[src/rtl/mcp_pkg.sv]
// Shared widths and slot-owner encoding for the MicROM port arbiter.
package mcp_pkg;
   localparam int MC_AW = 11;
   localparam int MC_DW = 22;

   typedef enum logic [1:0] {
      MC_OWN_NONE = 2'd0,
      MC_OWN_CPU  = 2'd1,
      MC_OWN_DBG  = 2'd2
   } mc_own_e;
endpackage

[src/rtl/mcp_arb_starve.sv]
// Saturating count of debug-denied cycles; at_max forces the next slot to debug.
module mcp_arb_starve
   import mcp_pkg::*;
#(
   parameter int STARVE_MAX = 8
) (
   input  logic pin_clk,
   input  logic pin_rst_n,
   input  logic inc,
   input  logic clr,
   output logic at_max
);

   logic [3:0] cnt;

   always_ff @(posedge pin_clk) begin
      if (!pin_rst_n) begin
         cnt <= '0;
      end else if (clr) begin
         cnt <= '0;
      end else if (inc && (cnt < 4'(STARVE_MAX))) begin
         cnt <= cnt + 4'd1;
      end
   end

   assign at_max = (cnt >= 4'(STARVE_MAX));

endmodule

[src/rtl/mcp_arb.sv]
// Shares the MicROM read port between the microsequencer and a debug host,
// tracking slot ownership one cycle behind the issued address.
module mcp_arb
   import mcp_pkg::*;
#(
   parameter int STARVE_MAX = 8
) (
   input  logic             pin_clk,
   input  logic             pin_rst_n,
   input  logic             cpu_req,
   input  logic [MC_AW-1:0] cpu_lc,
   output logic             cpu_wait,
   output logic [MC_DW-1:0] cpu_mo,
   output logic             cpu_vld,
   input  logic             dbg_req,
   input  logic [MC_AW-1:0] dbg_adr,
   output logic             dbg_ack,
   output logic [MC_DW-1:0] dbg_dat,
   output logic             dbg_rdy,
   output logic [MC_AW-1:0] rom_lc,
   input  logic [MC_DW-1:0] rom_mo
);

   mc_own_e          grant;
   mc_own_e          owner_q;
   logic             dbg_busy;
   logic             starve_max;
   logic [MC_AW-1:0] lc_hold;

   mcp_arb_starve #(
      .STARVE_MAX (STARVE_MAX)
   ) u_starve (
      .pin_clk   (pin_clk),
      .pin_rst_n (pin_rst_n),
      .inc       (dbg_req && !dbg_busy && (grant == MC_OWN_CPU)),
      .clr       ((grant == MC_OWN_DBG) || !dbg_req),
      .at_max    (starve_max)
   );

   // Grant is forced to NONE in reset so wait/ack stay low.
   always_comb begin
      grant = MC_OWN_NONE;
      if (pin_rst_n) begin
         if (dbg_req && !dbg_busy && (!cpu_req || starve_max)) begin
            grant = MC_OWN_DBG;
         end else if (cpu_req) begin
            grant = MC_OWN_CPU;
         end
      end
   end

   always_comb begin
      rom_lc = lc_hold;
      case (grant)
         MC_OWN_CPU: rom_lc = cpu_lc;
         MC_OWN_DBG: rom_lc = dbg_adr;
         default:    rom_lc = lc_hold;
      endcase
   end

   assign cpu_wait = cpu_req && (grant == MC_OWN_DBG);
   assign dbg_ack  = (grant == MC_OWN_DBG);
   assign cpu_mo   = rom_mo;

   // Issue stage -> return stage: rom_mo belongs to owner_q.
   always_ff @(posedge pin_clk) begin
      if (!pin_rst_n) begin
         owner_q  <= MC_OWN_NONE;
         cpu_vld  <= 1'b0;
         dbg_rdy  <= 1'b0;
         dbg_dat  <= '0;
         lc_hold  <= '0;
         dbg_busy <= 1'b0;
      end else begin
         owner_q <= grant;
         cpu_vld <= (grant == MC_OWN_CPU);
         dbg_rdy <= (owner_q == MC_OWN_DBG);
         if (owner_q == MC_OWN_DBG) begin
            dbg_dat <= rom_mo;
         end
         if (grant != MC_OWN_NONE) begin
            lc_hold <= rom_lc;
         end
         if (grant == MC_OWN_DBG) begin
            dbg_busy <= 1'b1;
         end else if (owner_q == MC_OWN_DBG) begin
            dbg_busy <= 1'b0;
         end
      end
   end

endmodule

[config.mk]
export PLATFORM = sky130hd
export DESIGN_NAME = mcp_arb
export DESIGN_NICKNAME = d
export VERILOG_FILES = /design/src/rtl/mcp_pkg.sv /design/src/rtl/mcp_arb_starve.sv /design/src/rtl/mcp_arb.sv
export SDC_FILE = /design/constraint.sdc
export NUM_CORES = 1
export LEC_CHECK = 0
export CELL_PAD_IN_SITES_DETAIL_PLACEMENT = 1
export CELL_PAD_IN_SITES_GLOBAL_PLACEMENT = 1
export CORE_MARGIN = 4
export CORE_UTILIZATION = 25
export CTS_BUF_LIST = sky130_fd_sc_hd__clkbuf_16
export CTS_CLUSTER_DIAMETER = 40
export DETAILED_ROUTE_END_ITERATION = 7
export PLACE_DENSITY = 0.78
export SYNTH_ARGS = -nofsm -noshare
export SYNTH_HDL_FRONTEND = slang
export SYNTH_SLANG_ARGS = --single-unit
[constraint.sdc]
create_clock -name pin_clk -period 2.1 [get_ports pin_clk]
set_clock_uncertainty 0.05 [all_clocks]
set_input_delay 0.42 -clock pin_clk [delete_from_list [all_inputs] [get_ports pin_clk]]
set_output_delay 0.42 -clock pin_clk [all_outputs]
set_load 0.05 [all_outputs]
==> results.toml <==
[status]
status = "finished with violations"
violations = "negative setup slack"

[setup_path]
crit_chain = "buf_4, a21oi_2, inv_2, ha_4, buf_12, buf_12, a21oi_4, buf_12"
start_kind = "register"
cp-end-kind = "primary output"
cp_max_fo = 5
critPathRequiredTime_ns = 1.63
arrival_ns = 1.94
worstRegToRegCells = 11
crit_path_frequent_cell = "buf_12"
critPathBufInv = 5
cp_top_family = "buffers and inverters"
setup.worst_path.class = "register to primary output"
reg2reg_from = "dbg_busy"
r2r_end = "lc_hold[3]"
ff2ff_setup_slack_ns = 0.07
worst_path_max_delay_cell = "dfxtp_2"
slowest_delay_ns = 0.32

[placed_design]
io_buffers = 106
hpwl_um = 5330
place_congestion = 0.817
place_inst = 445

[cts]
cts_tree = "built"
cts-root-buf = "clkbuf_16"
holdBufCountCts = 0
htreeDepth = 2
cts_made_buffers = 5
cts_sinks = 42
worstSkewPairLatency_ns = 0.28
cts_buffer_depth = 2
clk_pin_slew_ns = 0.06

[global_routing]
grt_pass1_vias = 2283
overflow = 0
grt_usage = 0.155
grt_pass1_wl_um = 11900
antenna_found_initial = 0
grt_max_degree = 36

[yosys]
synth-simple-area-share = 0.182
yosysMostFrequentCell = "nand2_1"
synth_ff_type = "dfxtp_1"
synthMuxAreaShare = 0.00493
yosys.area.top_type = "dfxtp_1"
ys_top_cells_by_area = "dfxtp_1 41%, nand2_1 10%, buf_4 9.2%"
ys_seq_elements = 42
netlist_area_sq_um = 2030
synthXorXnorAreaFrac = 0.00431
syn_area_per_cell_sq_um = 8.50
synthAdderAreaFrac = 0.0370
synth_edf_count = 0
synth.distinct_cells = 27
synth_common_cells = "56 x nand2_1, 42 x dfxtp_1, 25 x buf_4"
synth_fp_nets = 293
synth_compound_area_frac = 0.228
seq_area_frac_synth = 0.414
postSynthCellCount = 239
ys_warn_count = 0
synth_top_area_frac = 0.414
async_flop_share = 0
synth_top_family_by_area = "compound AO/OA/AOI/OAI gates"

[drt]
via_per_inst = 4.51
wl_per_cell_um = 16.4
drt_iter0_drc = 54
vias = 2098
drc = 0
totalWireLength_um = 7610
drtAntennaViolNets = 0
drt_pre_antenna_iters = 4

[floorplan]
rows = 32
die_h_um = 98.1
io_pins = 107
start_util = 0.260
dieArea_sq_um = 9630
fp.dieW_um = 98.1
core_area_sq_um = 7810

[timing]
fin_ws_ns = -0.310
rsz0062_at_grt = "true"
min_period_ns = 2.41
drv_slew = 0
finalHoldViolCount = 0
finalSetupTns_ns = -3.25
relSlewSlack = 0.649
tightestPinTransition_ns = 0.525
finalCritPeriodShare = 1.15
clock.fmax_mhz = 415
finalSetupViolCount = 13

[worst_hold_path]
holdPathEnd = "dbg_dat[12]"
hold_depth = 2
min_path_type = "register to register"
hp-start = "dbg_dat[12]"

[pwr]
power_density_nw_per_um2 = 633
power_mw = 2.64
leakagePower_nw = 1.72
peakVddDrop_uv = 275

[layout]
final_cells = 465
area.growth.synth_to_final_pct = 105
diodes = 0
final_nets = 416
final_util = 0.533
drive_above_1_share = 0.355

[job]
cap_viol_max_count = 0
[worst min-delay path: stages (launching register included)]
cell and delay, ns:
dfxtp_1 0.31, nand2_1 0.05, a21boi_1 0.05
[state kept, by name (all words and copies together), names as in the netlist]
register	cells
owner_q	2
lc_hold	11
u_starve.cnt	4
dbg_busy	1
dbg_rdy	1
cpu_vld	1
dbg_dat	22
[worst max-delay path by stage]
stage               startpoint   endpoint  slack [ns]  cells after the start
3_5_place_dp           dbg_req  rom_lc[2]       -0.68                      9
4_1_cts               dbg_busy  rom_lc[2]       -0.29                      8
5_1_grt               dbg_busy  rom_lc[2]       -0.36                      8
6_report       u_starve.cnt[3]  rom_lc[2]       -0.31                      8
2_1_floorplan          dbg_req  rom_lc[0]        0.01                      7
3_3_place_gp           dbg_req  rom_lc[1]       -0.61                      9
[through the flow]
stage	worst slack, ns	instance area [sq um]	hold slack, ns
global placement	-0.605	3810	0.391
finish	-0.310	4170	0.403
global route	-0.360	4170	0.424
CTS	-0.289	4140	0.405
detailed placement	-0.682	3810	0.396
floorplan	0.0105	2260	0.410
[area by class of cell]
| type | count | area [sq um] |
|---|---|---|
| repair buffers | 153 | 1850 |
| clock buffers | 5 | 125 |
| well taps | 102 | 128 |
| flip-flops and latches | 42 | 843 |
| fillers | 827 | 3640 |
| multi-input cells | 155 | 1150 |
| clock inverters | 3 | 41.3 |
| inverters | 5 | 21.3 |
[metal layers]
layer,share of wire,track usage
met3,0.054,0.0371
met2,0.54,0.294
met1,0.39,0.170
met4,0.011,0.0479
met5,0,0
[logic make-up after synthesis]
| logic type | count (synthesis) |
|---|---|
| AOI/OAI and AO/OA | 62 |
| xor gates and xnor gates | 1 |
| adders and majority gates | 6 |
| buffers and inverters | 42 |
| DFF | 42 |
| muxes | 1 |
| and+or+nand+nor | 85 |
[placed cells by master (no fill, tap or decap), types with 2 or more instances in the layout]
master and count:
a22oi_1 2, and2_1 2, and3_1 2, nor2_1 13
buf_2 2, buf_12 39, clkbuf_16 5, nand2_1 56
o211a_1 11, a21boi_1 23, dfxtp_2 2, buf_6 3
nor2_2 2, dfxtp_1 40, nand3b_1 2, ha_1 3
clkdlybuf4s50_1 68, inv_1 4, a21oi_4 11, a22oi_2 9
ha_4 2, buf_8 2, buf_4 37
[power breakdown]
part	switching, mW	total [mW]	internal [mW]	leakage (nW)
clock network	0.312	0.868	0.556	0.0812
registers	0.0158	0.842	0.826	0.342
logic	0.469	0.926	0.457	1.30
total	0.797	2.64	1.84	1.72
[timing repair]
action,in CTS,in global routing
endpoints found under the setup margin,28,13
setup buffers,9,2
cloned,1,0
pin swaps,15,4
gates resized for setup,27,5
Power figures use the tool's default switching activity.
==> variant: new RTL, same settings <==
The package constant `MC_DW` goes from 22 to 30.
--- a/src/rtl/mcp_pkg.sv
+++ b/src/rtl/mcp_pkg.sv
@@ -1,7 +1,7 @@
 // Shared widths and slot-owner encoding for the MicROM port arbiter.
 package mcp_pkg;
    localparam int MC_AW = 11;
-   localparam int MC_DW = 22;
+   localparam int MC_DW = 30;
 
    typedef enum logic [1:0] {
       MC_OWN_NONE = 2'd0,
Ports: changed (resized cpu_mo, dbg_dat and rom_mo); port bits go from 107 to 131. No check against the original RTL was run, so the function may have changed too.
==> variant against the unedited design <==
- the run still ends with negative setup slack left
- total power rose by 11%
- sequential cell count rose by 8
- clock power rose by 5.1%
- area after synthesis rose by 17%
- final area rose by 13%
- critical path depth did not move
- via count rose by 12%
- routed wire length rose by 15%
- register-to-register slack improved by 0.06 ns
- core utilization fell by 2.2 points
- worst setup slack improved by 0.025 ns
- critical path type unchanged
- largest power group unchanged
==> variant: results (changes against the unedited design) <==
Run status
The flow ran to the end, but the final reports show violations. The final reports fail on negative setup slack.

Detailed routing
The detailed-routing wirelength on met1 was 3.48 mm (+16%). The number of vias per cell came to 4.39 (-2.8%).

GRT
The met3 routing resource usage after global routing is 3.37% (-0.35 points). The met1 track demand over resource is 17.2% (+0.26 points).

Worst setup path
In this run the critical register-to-register path is launched from u_starve.cnt[3]. In this run the critical register-to-register path is captured at u_starve.cnt[2]. The worst stage delay on the critical path is 0.34 ns (+0.02 ns). The depth of the most critical reg-to-reg path is 9 (-2). The maximum fanout encountered on the critical timing path is 4 (-1).

STA
The worst-margin pin slew is 0.551 ns (+0.0260 ns). The total negative slack came to -2.94 ns (+0.307 ns). The final worst-path setup slack is -0.285 ns (+0.0251 ns).

The final-report setup violation count is 12 (-1).

Layout
The share of the final layout cell area in sequential cells came to 21.2% (+0.99 points). The number of non-clock buffers is 168 (+9.8%). The filler cell count was 1,012 (+22%).

The largest registers in the layout are dbg_dat (30), lc_hold (11), u_starve.cnt (4). The number of nets in the finished design is 470 (+13%).

Placement
The total half-perimeter wirelength after legalization and detailed placement is 6.30 mm (+18%). The final weighted congestion of routability-driven global placement is 0.803 (-1.7%). The count of buffers from port buffering came to 130 (+23%).

Pwr
The peak supply drop is 360 uV (+31%).

Hold path
The terminating pin of the worst hold path is dbg_dat[22].

Clocking
The number of gates resized after cts is 31 (+15%).

Synth
The unique cell type count in the Yosys netlist is 26 (-3.7%). The average footprint of a synthesized cell is 8.43 sq um (-0.80%).
variant: cell types whose count changed in the layout (fill, tap and decap cells not counted), sizes merged, moves of 2 or more:
cell	delta
clkdlybuf4s50	+16
nand2	+16
dfxtp	+8
a21boi	+8
buf	-2
variant: kinds of logic after synthesis:
family	synth area share [%]
AOI/OAI and AO/OA	22.2
xor gates and xnor gates	0.370
adders and majority gates	3.17
buffers and inverters	13.9
DFF	42.3
muxes	0.423
and+or+nand+nor	17.7
variant: per-stage QoR:
stage	hold slack [ns]	instance area, sq um	setup slack (ns)
6_report	0.404	4730	-0.285
5_1_grt	0.419	4730	-0.345
4_1_cts	0.408	4720	-0.258
3_5_place_dp	0.398	4370	-0.685
3_3_place_gp	0.390	4370	-0.568
2_1_floorplan	0.414	2610	0.00463
variant: where the power goes:
part,internal [mW],switching (mW)
Combinational,0.485,0.532
Sequential,0.982,0.0179
Clock,0.562,0.350
